**config.mk**
```make
export PLATFORM = sky130hd
export DESIGN_NAME = npc_sweep_ctrl
export DESIGN_NICKNAME = d
export VERILOG_FILES = /design/src/rtl/npc_sweep_ctrl_pkg.sv /design/src/rtl/npc_sweep_ctrl_valid_pipe.sv /design/src/rtl/npc_sweep_ctrl.sv
export SDC_FILE = /design/constraint.sdc
export NUM_CORES = 1
export LEC_CHECK = 0
export ABC_AREA = 1
export CORE_MARGIN = 2
export CORE_UTILIZATION = 25
export DETAILED_ROUTE_END_ITERATION = 16
export PLACE_DENSITY = 0.55
export REMOVE_ABC_BUFFERS = 1
export SLEW_MARGIN = 20
export SYNTH_ARGS = -nofsm -noshare
export SYNTH_HDL_FRONTEND = slang
export SYNTH_SLANG_ARGS = --single-unit
```
**constraint.sdc**
```tcl
create_clock -name clk -period 2.05 [get_ports clk]
set_input_delay 0.205 -clock clk [delete_from_list [all_inputs] [get_ports clk]]
set_output_delay 0.205 -clock clk [all_outputs]
set_load 0.01 [all_outputs]
```
**src/rtl/npc_sweep_ctrl_pkg.sv**
```systemverilog
// Shared constants for the non-pivot cover sweep sequencer and the fault-buffer writer.
// Latency: n/a (constants and types only).
// Backpressure: n/a.
package npc_sweep_ctrl_pkg;

  // Fault buffer geometry and candidate index width
  localparam int NP_DEPTH   = 16;
  localparam int NP_AW      = $clog2(NP_DEPTH);
  localparam int SOL_W      = 5;

  // Cycles from NP* outputs changing to the matching cover_info edge
  localparam int COVER_LAT  = 1;

  // Fault entry layout: {row_addr, row_bnk, col_addr, col_bnk}
  localparam int NP_ENTRY_W   = 24;
  localparam int ADDR_W       = 10;
  localparam int BNK_W        = 2;
  localparam int COL_BNK_LSB  = 0;
  localparam int COL_ADDR_LSB = COL_BNK_LSB + BNK_W;
  localparam int ROW_BNK_LSB  = COL_ADDR_LSB + ADDR_W;
  localparam int ROW_ADDR_LSB = ROW_BNK_LSB + BNK_W;

  // Sequencer states
  typedef enum logic [2:0] {
    ST_IDLE  = 3'd0,
    ST_LOAD  = 3'd1,
    ST_SWEEP = 3'd2,
    ST_DRAIN = 3'd3,
    ST_NEXT  = 3'd4,
    ST_FIN   = 3'd5
  } sweep_state_e;

endpackage

```
**src/rtl/npc_sweep_ctrl_valid_pipe.sv**
```systemverilog
// Tracks which analyzer cycles carry a live non-pivot entry (DEPTH-stage valid shift register).
// Latency: a valid pushed on i_vld appears on o_tap DEPTH cycles later.
// Backpressure: none; i_flush discards everything in flight.
module npc_valid_pipe #(
  parameter int DEPTH = 1
) (
  input  logic clk,
  input  logic rst,
  input  logic i_flush,
  input  logic i_vld,
  output logic o_tap,
  output logic o_drained
);

  // Every stage except the tap; once these are clear the tap holds the final live entry
  localparam logic [DEPTH-1:0] LOWER_MASK = DEPTH'((64'd1 << (DEPTH - 1)) - 64'd1);

  logic [DEPTH-1:0] r_sr;

  // Shift issue strobes toward the tap, one stage per cycle
  always_ff @(posedge clk or posedge rst) begin
    if (rst) begin
      r_sr <= '0;
    end else if (i_flush) begin
      r_sr <= '0;
    end else begin
      r_sr <= (r_sr << 1) | DEPTH'(i_vld);
    end
  end

  assign o_tap     = r_sr[DEPTH-1];
  assign o_drained = ((r_sr & LOWER_MASK) == '0);

endmodule

```
**src/rtl/npc_sweep_ctrl.sv**
```systemverilog
// Steps through candidate spare solutions, streaming every stored non-pivot into the analyzer.
// Latency: per candidate 1 (LOAD) + N + COVER_LAT cycles, +1 (NEXT) between candidates.
// Backpressure: none; one entry per SWEEP cycle, stops issuing at the first uncovered entry.
module npc_sweep_ctrl
  import npc_sweep_ctrl_pkg::*;
(
  input  logic                  clk,
  input  logic                  rst,
  input  logic                  start,
  input  logic [SOL_W-1:0]      num_sol,
  input  logic [NP_AW:0]        np_count,
  output logic [NP_AW-1:0]      np_rd_addr,
  input  logic [NP_ENTRY_W-1:0] np_rd_data,
  output logic [SOL_W-1:0]      sol_idx,
  output logic [ADDR_W-1:0]     NPr_addr,
  output logic [BNK_W-1:0]      NPr_bnk,
  output logic [ADDR_W-1:0]     NPc_addr,
  output logic [BNK_W-1:0]      NPc_bnk,
  output logic                  np_valid,
  input  logic                  cover_info,
  output logic                  busy,
  output logic                  done,
  output logic                  found,
  output logic [SOL_W-1:0]      sol_found
);

  localparam logic [NP_AW:0]   CNT_ONE = (NP_AW + 1)'(1);
  localparam logic [NP_AW-1:0] IDX_ONE = NP_AW'(1);
  localparam logic [SOL_W-1:0] SOL_ONE = SOL_W'(1);

  sweep_state_e r_state;
  sweep_state_e w_next;

  logic [SOL_W-1:0]  r_num_sol;
  logic [SOL_W-1:0]  r_sol_idx;
  logic [SOL_W-1:0]  r_sol_found;
  logic [NP_AW:0]    r_np_count;
  logic [NP_AW-1:0]  r_idx;
  logic              r_fail;
  logic              r_busy;
  logic              r_found;
  logic              r_np_valid;
  logic [ADDR_W-1:0] r_npr_addr;
  logic [BNK_W-1:0]  r_npr_bnk;
  logic [ADDR_W-1:0] r_npc_addr;
  logic [BNK_W-1:0]  r_npc_bnk;

  logic w_accept;
  logic w_issue;
  logic w_win;
  logic w_tap;
  logic w_drained;
  logic w_miss;
  logic w_fail_now;
  logic w_last_idx;
  logic w_last_sol;
  logic w_flush;

  // A live entry the analyzer reports as uncovered disqualifies this candidate
  assign w_miss     = w_tap & ~cover_info;
  assign w_fail_now = r_fail | w_miss;
  assign w_last_idx = ({1'b0, r_idx} == (r_np_count - CNT_ONE));
  assign w_last_sol = (r_sol_idx == (r_num_sol - SOL_ONE));
  assign w_flush    = (r_state == ST_LOAD);

  npc_valid_pipe #(
    .DEPTH (COVER_LAT)
  ) u_vpipe (
    .clk       (clk),
    .rst       (rst),
    .i_flush   (w_flush),
    .i_vld     (w_issue),
    .o_tap     (w_tap),
    .o_drained (w_drained)
  );

  // State register
  always_ff @(posedge clk or posedge rst) begin
    if (rst) begin
      r_state <= ST_IDLE;
    end else begin
      r_state <= w_next;
    end
  end

  // Next-state and per-cycle strobes
  always_comb begin
    w_next   = r_state;
    w_accept = 1'b0;
    w_issue  = 1'b0;
    w_win    = 1'b0;
    case (r_state)
      ST_IDLE: begin
        if (start) begin
          w_accept = 1'b1;
          if (num_sol == '0) begin
            w_next = ST_FIN;
          end else begin
            w_next = ST_LOAD;
          end
        end
      end
      ST_LOAD: begin
        // With no non-pivots stored, the first candidate trivially covers them all
        if (r_np_count == '0) begin
          w_win  = 1'b1;
          w_next = ST_FIN;
        end else begin
          w_next = ST_SWEEP;
        end
      end
      ST_SWEEP: begin
        if (w_miss) begin
          w_next = ST_DRAIN;
        end else begin
          w_issue = 1'b1;
          if (w_last_idx) begin
            w_next = ST_DRAIN;
          end
        end
      end
      ST_DRAIN: begin
        if (w_drained) begin
          if (!w_fail_now) begin
            w_win  = 1'b1;
            w_next = ST_FIN;
          end else if (w_last_sol) begin
            w_next = ST_FIN;
          end else begin
            w_next = ST_NEXT;
          end
        end
      end
      ST_NEXT: w_next = ST_LOAD;
      ST_FIN:  w_next = ST_IDLE;
      default: w_next = ST_IDLE;
    endcase
  end

  // Search bookkeeping: latched request, counters, fail flag and held result
  always_ff @(posedge clk or posedge rst) begin
    if (rst) begin
      r_num_sol   <= '0;
      r_np_count  <= '0;
      r_sol_idx   <= '0;
      r_sol_found <= '0;
      r_idx       <= '0;
      r_fail      <= 1'b0;
      r_busy      <= 1'b0;
      r_found     <= 1'b0;
    end else begin
      if (w_accept) begin
        r_num_sol   <= num_sol;
        r_np_count  <= np_count;
        r_sol_idx   <= '0;
        r_busy      <= 1'b1;
        r_found     <= 1'b0;
        r_sol_found <= '0;
      end
      if (r_state == ST_LOAD) begin
        r_idx  <= '0;
        r_fail <= 1'b0;
      end
      if (w_issue) begin
        r_idx <= r_idx + IDX_ONE;
      end
      if ((r_state == ST_SWEEP) || (r_state == ST_DRAIN)) begin
        r_fail <= w_fail_now;
      end
      if (w_win) begin
        r_found     <= 1'b1;
        r_sol_found <= r_sol_idx;
      end
      if (r_state == ST_NEXT) begin
        r_sol_idx <= r_sol_idx + SOL_ONE;
      end
      if (r_state == ST_FIN) begin
        r_busy <= 1'b0;
      end
    end
  end

  // Registered entry toward the analyzer; fields hold their last value between issues
  always_ff @(posedge clk or posedge rst) begin
    if (rst) begin
      r_np_valid <= 1'b0;
      r_npr_addr <= '0;
      r_npr_bnk  <= '0;
      r_npc_addr <= '0;
      r_npc_bnk  <= '0;
    end else begin
      r_np_valid <= w_issue;
      if (w_issue) begin
        r_npr_addr <= np_rd_data[ROW_ADDR_LSB +: ADDR_W];
        r_npr_bnk  <= np_rd_data[ROW_BNK_LSB  +: BNK_W];
        r_npc_addr <= np_rd_data[COL_ADDR_LSB +: ADDR_W];
        r_npc_bnk  <= np_rd_data[COL_BNK_LSB  +: BNK_W];
      end
    end
  end

  assign np_rd_addr = r_idx;
  assign sol_idx    = r_sol_idx;
  assign NPr_addr   = r_npr_addr;
  assign NPr_bnk    = r_npr_bnk;
  assign NPc_addr   = r_npc_addr;
  assign NPc_bnk    = r_npc_bnk;
  assign np_valid   = r_np_valid;
  assign busy       = r_busy;
  assign done       = (r_state == ST_FIN);
  assign found      = r_found;
  assign sol_found  = r_sol_found;

endmodule

```
==> summary.txt, run 1 <==
Run status
  – Status: completed

Critical path
  – Slowest stage cell on the critical path: clkdlybuf4s50_1
  – WS Path Type: reg2out
  – Family with the most delay on the worst path: buffers and inverters
  – Worst reg-to-reg path cell count: 10
  – Slowest stage delay, CP: 0.60 ns
  – WP buf/inv: 2
  – Critical Path Source Type: flop
  – CP arrival: 1.78 ns
  – Nature of the critical path endpoint: output port
  – Worst-path fanout max: 6
  – Critical Path RT: 1.85 ns
  – Cells along the critical path: inv_2, nor3_1, clkdlybuf4s50_1
  – Levels on crit path: 3

Synthesis
  – Top cells by area, synth: dfrtp_1, nand2_1, inv_1, o21ai_0, nor2_1
  – Count of cell types in the netlist: 29
  – Share of the synthesized area in the top cell type: 0.531
  – Gate Count Post-Synth: 323
  – Post-Synthesis Cell Area: 2640 sq um
  – Sequential-to-total area share from yosys stat: 0.531
  – Yosys reg bits: 56
  – Yosys warnings: 0
  – Syn_area_per_cell: 8.17 sq um
  – Cell taking the most area after synthesis: dfrtp_1

Pwr
  – Static Leak: 1.77 nW
  – Peak VDD IR: 0.573 mV
  – Pwr/cell area: 1390 nW/um^2
  – Final Power: 5.08 mW

Clock tree
  – # Post-CTS Setup Buffers: 0
  – Clock transition at the registers of the reported paths: 0.10 ns
  – H-tree level count: 2
  – CTS Sinks: 56
  – Longest Clk Path Bufs: 2
  – Clock Latency Late Sink: 0.30 ns
  – Inserted Clock Buffers: 5
  – Cts repair resizes: 0
  – Hold buffer count at CTS: 0
  – Clk root buf: clkbuf_8
  – CTS tree: done

Floorplanning
  – Initial core utilization: 0.257
  – Die ar.: 11400 sq um
  – Die Ht: 107 um
  – Die Width: 107 um
  – CORE AREA: 10300 sq um
  – Core Rows: 37
  – Io pins: 80

STA
  – FMAX: 504 MHz
  – Worst-Margin Slew: 0.455 ns
  – RSZ-0062 raised after global routing: false
  – Final setup TNS: 0 ns
  – Final cycle utilization of the critical path: 0.967
  – Fin crit period: 1.98 ns
  – Final setup viols: 0
  – Slew Limit Fails: 0
  – Hold Fails Final Rpt: 0
  – Relative slew slack: 0.696
  – Final Skew: 0.00794 ns

Placed design
  – Detailed placement HPWL: 4560 um
  – Input/output buffers: 79
  – RD Place Congestion: 0.783

Route
  – DRT Wirelength: 6220 um
  – Initial drt markers: 77
  – Post-DRT Antenna Nets: 0
  – DR top layer: met4
  – Vias per cell: 4.16
  – DR vias: 2257
  – DR pass1 iterations: 4
  – Metal-1 WL: 2900 um
  – Met3 wire len: 428 um
  – Met2 routed WL: 2870 um
  – DRC Markers: 0
  – Avg WL per Cell: 11.5 um

Finish
  – Most frequent cells in the layout: nand2_1, clkdlybuf4s50_1, dfrtp_1
  – Antenna cells: 0
  – NumNets Final: 448
  – Fill count: 1104
  – P&R area growth vs syn: 38.5%
  – Most common cell after layout, fill and taps aside: nand2_1
  – Ratio of cells with drive above 1 in the final layout: 0.0737

GRT
  – First-pass GRT wire length: 10400 um
  – Initial antenna violation count: 0
  – Gr usage total: 0.112
  – Aggregate global routing overflow: 0
  – Vias in the first global route: 2264
  – Largest net degree at the start of global routing: 57

Min path
  – Worst Hold Class: in2async

Flow run
  – Maxcap violations: 0
==> report_power, final <==
| part | internal [mW] | leakage [nW] | switching (mW) | total [mW] |
|---|---|---|---|---|
| Sequential | 1.57 | 0.711 | 0.326 | 1.89 |
| Clock | 0.277 | 0.0455 | 0.362 | 0.639 |
| Combinational | 1.17 | 1.01 | 1.38 | 2.55 |
| Total | 3.01 | 1.77 | 2.07 | 5.08 |
==> per-layer routing <==
metal  up-vias  track usage
li1       1152            -
met1      1039        0.142
met2        64        0.191
met3         2       0.0353
met4         0       0.0195
met5         -            0
==> through the flow <==
step | instances | instance area (sq um) | hold WS (ns) | util | worst slack (ns)
floorplan | 316 | 2560 | 0.315 | - | 0.474
global placement | 535 | 3560 | 0.460 | 0.347 | 0.433
detailed placement | 535 | 3560 | 0.467 | 0.347 | 0.409
CTS | 543 | 3650 | 0.277 | 0.356 | 0.0708
global route | 543 | 3650 | 0.295 | 0.356 | 0.0160
finish | 543 | 3650 | 0.244 | 0.356 | 0.0670
==> path summary, 6_finish.rpt <==
path                                            from                       to  slack [ns]
setup / recovery              r_state[2]$_DFFE_PP0P_                     done        0.07
hold reg to reg              NPc_addr[9]$_DFFE_PP0P_  NPc_addr[9]$_DFFE_PP0P_        0.49
setup reg to reg           r_np_count[0]$_DFFE_PP0P_   r_state[0]$_DFFE_PP0P_        0.44
hold / removal                                   rst   sol_idx[1]$_DFFE_PP0P_        0.24
max in group asynchronous                        rst   sol_idx[3]$_DFFE_PP0P_        1.50
min in group clk                       np_rd_data[1]   NPc_bnk[1]$_DFFE_PP0P_        0.42
==> registers in the layout, indices dropped and copies added, names as in the netlist <==
register and flops:
NPc_addr 10, busy 1, r_state 3, np_rd_addr 4
r_num_sol 5, NPr_addr 10, NPr_bnk 2, np_valid 1
r_fail 1, r_np_count 5, u_vpipe.o_tap 1, found 1
sol_found 5, NPc_bnk 2, sol_idx 5
==> synthesized netlist by cell type <==
cell type	count
nand2_1	138
dfrtp_1	56
inv_1	32
nor2_1	18
o21ai_0	14
nand3_1	12
o21ai_1	7
nand2_2	5
nor2_2	5
ha_1	4
inv_2	4
xor2_1	4
a21oi_1	3
o22ai_1	3
buf_4	2
buf_6	2
xnor2_1	2
buf_12	1
buf_2	1
buf_8	1
inv_4	1
nand2_4	1
nor2_4	1
nor3_1	1
nor4_1	1
o22ai_2	1
o31ai_1	1
o32ai_1	1
or2_2	1
==> cells by family (layout without fill, tap and decap cells) <==
family,Yosys count,count (layout),share of synthesized area
AOI/OAI and AO/OA,30,30,0.0635
xor gates and xnor gates,6,6,0.0199
DFF,56,56,0.531
adders and majority gates,4,4,0.0190
buffers and inverters,44,128,0.0830
and+or+nand+nor,183,183,0.284
==> final cells by class <==
type,instances,area [sq um],share of cell area
Sequential cell,56,1400,0.383
Multi-Input combinational cell,223,1020,0.279
Timing Repair Buffer,83,833,0.228
Tap cell,136,170,0.0466
Inverter,37,141,0.0387
Clock buffer,8,90.1,0.0246
==> tightest hold or removal path, stage by stage <==
cell	delay [ns]
clkdlybuf4s50_1	0.41
inv_2	0.07
buf_12	0.25
Power figures use the tool's default switching activity.
==> inputs of run 2 (changes only) <==
PLACE_DENSITY = not set   (was 0.55)
==> run 2 against run 1 <==
  * Combinational power is essentially flat
  * Routed wire length grew 2.2%
  * Worst hold slack lost 0.079 ns
  * Worst setup slack gained 0.11 ns
  * Highest routed layer unchanged
==> summary.txt, run 2 (same netlist as run 1, synthesis figures left out) <==
Run status
  – Status: completed

GRT
  – Gr usage total: 0.119
  – Vias in the first global route: 2352
  – Largest net degree at the start of global routing: 29
  – First-pass GRT wire length: 11000 um
  – Aggregate global routing overflow: 0
  – Initial antenna violation count: 0

Floorplanning
  – Initial core utilization: 0.257
  – Io pins: 80
  – Die Ht: 107 um
  – Die Width: 107 um
  – CORE AREA: 10300 sq um
  – Core Rows: 37
  – Die ar.: 11400 sq um

Clock tree
  – Inserted Clock Buffers: 5
  – Clock transition at the registers of the reported paths: 0.09 ns
  – Longest Clk Path Bufs: 2
  – # Post-CTS Setup Buffers: 0
  – CTS Sinks: 56
  – H-tree level count: 2
  – Clk root buf: clkbuf_8
  – CTS tree: done
  – Clock Latency Late Sink: 0.31 ns
  – Hold buffer count at CTS: 0

Critical path
  – CP arrival: 1.67 ns
  – Cells along the critical path: inv_2, nor3_2, clkdlybuf4s50_1
  – Critical Path Source Type: flop
  – FF-to-FF setup slack: 0.49 ns
  – Nature of the critical path endpoint: output port
  – Critical Path RT: 1.85 ns
  – Family with the most delay on the worst path: buffers and inverters
  – Slowest stage delay, CP: 0.57 ns
  – Worst reg-to-reg path cell count: 10
  – WS Path Type: reg2out
  – Reg2Reg Capture Point: r_state[0]$_DFFE_PP0P_
  – Slowest stage cell on the critical path: clkdlybuf4s50_1
  – Worst r2r src: r_np_count[0]$_DFFE_PP0P_
  – WP buf/inv: 2
  – Worst-path fanout max: 6

Finish
  – Fill count: 1083
  – Most common cell after layout, fill and taps aside: nand2_1
  – NumNets Final: 450
  – Ratio of cells with drive above 1 in the final layout: 0.0833
  – P&R area growth vs syn: 40.7%
  – Most frequent cells in the layout: nand2_1, clkdlybuf4s50_1, dfrtp_1
  – Antenna cells: 0

Route
  – DRC Markers: 0
  – DR vias: 2249
  – Avg WL per Cell: 11.7 um
  – DRT Wirelength: 6360 um
  – DR pass1 iterations: 4
  – Initial drt markers: 65
  – Vias per cell: 4.13
  – Post-DRT Antenna Nets: 0

STA
  – Fin crit period: 1.88 ns
  – Setup WS post-layout: 0.173 ns
  – Worst-Margin Slew: 0.348 ns
  – Hold Fails Final Rpt: 0
  – Final setup TNS: 0 ns
  – Slew Limit Fails: 0
  – Final cycle utilization of the critical path: 0.916
  – RSZ-0062 raised after global routing: false
  – FMAX: 533 MHz
  – Relative slew slack: 0.768
  – Final Skew: 0.00855 ns
  – Final setup viols: 0

Placed design
  – Input/output buffers: 79
  – RD Place Congestion: 0.794
  – Setup slack at placement: 0.375 ns
  – Detailed placement HPWL: 4780 um

Pwr
  – Static Leak: 1.80 nW
  – Peak VDD IR: 0.545 mV
  – Pwr/cell area: 1430 nW/um^2

Flow run
  – Maxcap violations: 0

Min path
  – Worst Hold Class: in2async
-- run 2: repair_timing --
| action | CTS | global route |
|---|---|---|
| setup endpoints to repair | 0 | 1 |
| hold endpoints to repair | 0 | 0 |
| resized for setup | 0 | 1 |
-- run 2: power by group --
group | switching [mW] | leakage [nW] | internal (mW)
sequential | 0.334 | 0.711 | 1.57
clock | 0.355 | 0.0642 | 0.481
combinational | 1.39 | 1.02 | 1.17
-- run 2: worst max-delay path by stage --
stage                              endpoint  depth (start not counted)              startpoint
floorplan           NPc_addr[0]$_DFFE_PP0P_                          1                     rst
global placement                       done                          3  r_state[2]$_DFFE_PP0P_
detailed placement                     done                          3  r_state[2]$_DFFE_PP0P_
CTS                                    done                          3  r_state[2]$_DFFE_PP0P_
global route                           done                          3  r_state[2]$_DFFE_PP0P_
finish                                 done                          3  r_state[2]$_DFFE_PP0P_
-- run 2: metrics by stage --
stage | hold slack (ns) | cells | area [sq um] | total power [mW] | util
floorplan | 0.315 | 316 | 2560 | 3.35 | -
global placement | 0.463 | 537 | 3580 | 4.46 | 0.348
detailed placement | 0.466 | 537 | 3580 | 4.50 | 0.348
CTS | 0.172 | 544 | 3710 | 5.38 | 0.361
global route | 0.186 | 544 | 3710 | 5.82 | 0.361
finish | 0.166 | 544 | 3710 | 5.30 | 0.361
-- run 2: routing by layer --
layer  routed length, um  GRT usage  vias to the layer above
met5                   0          0                        -
li1                    -          -                     1159
met4                  31     0.0223                        0
met3                 378     0.0322                        4
met1                2940      0.153                     1024
met2                3010      0.202                       62
-- run 2: layout make-up --
cell class,count,area [sq um],share of cell area
Clock buffer,5,68.8,0.0185
Clock inverter,2,60.1,0.0162
Inverter,37,141,0.0381
Multi-Input combinational cell,223,1020,0.276
Sequential cell,56,1400,0.377
Tap cell,136,170,0.0458
Timing Repair Buffer,85,848,0.228
==> inputs of run 3 (changes only) <==
SKIP_CTS_REPAIR_TIMING = 1   (was not set)
==> results of run 3 <==
The final DEF is identical to that of run 2; final timing and power are the same.
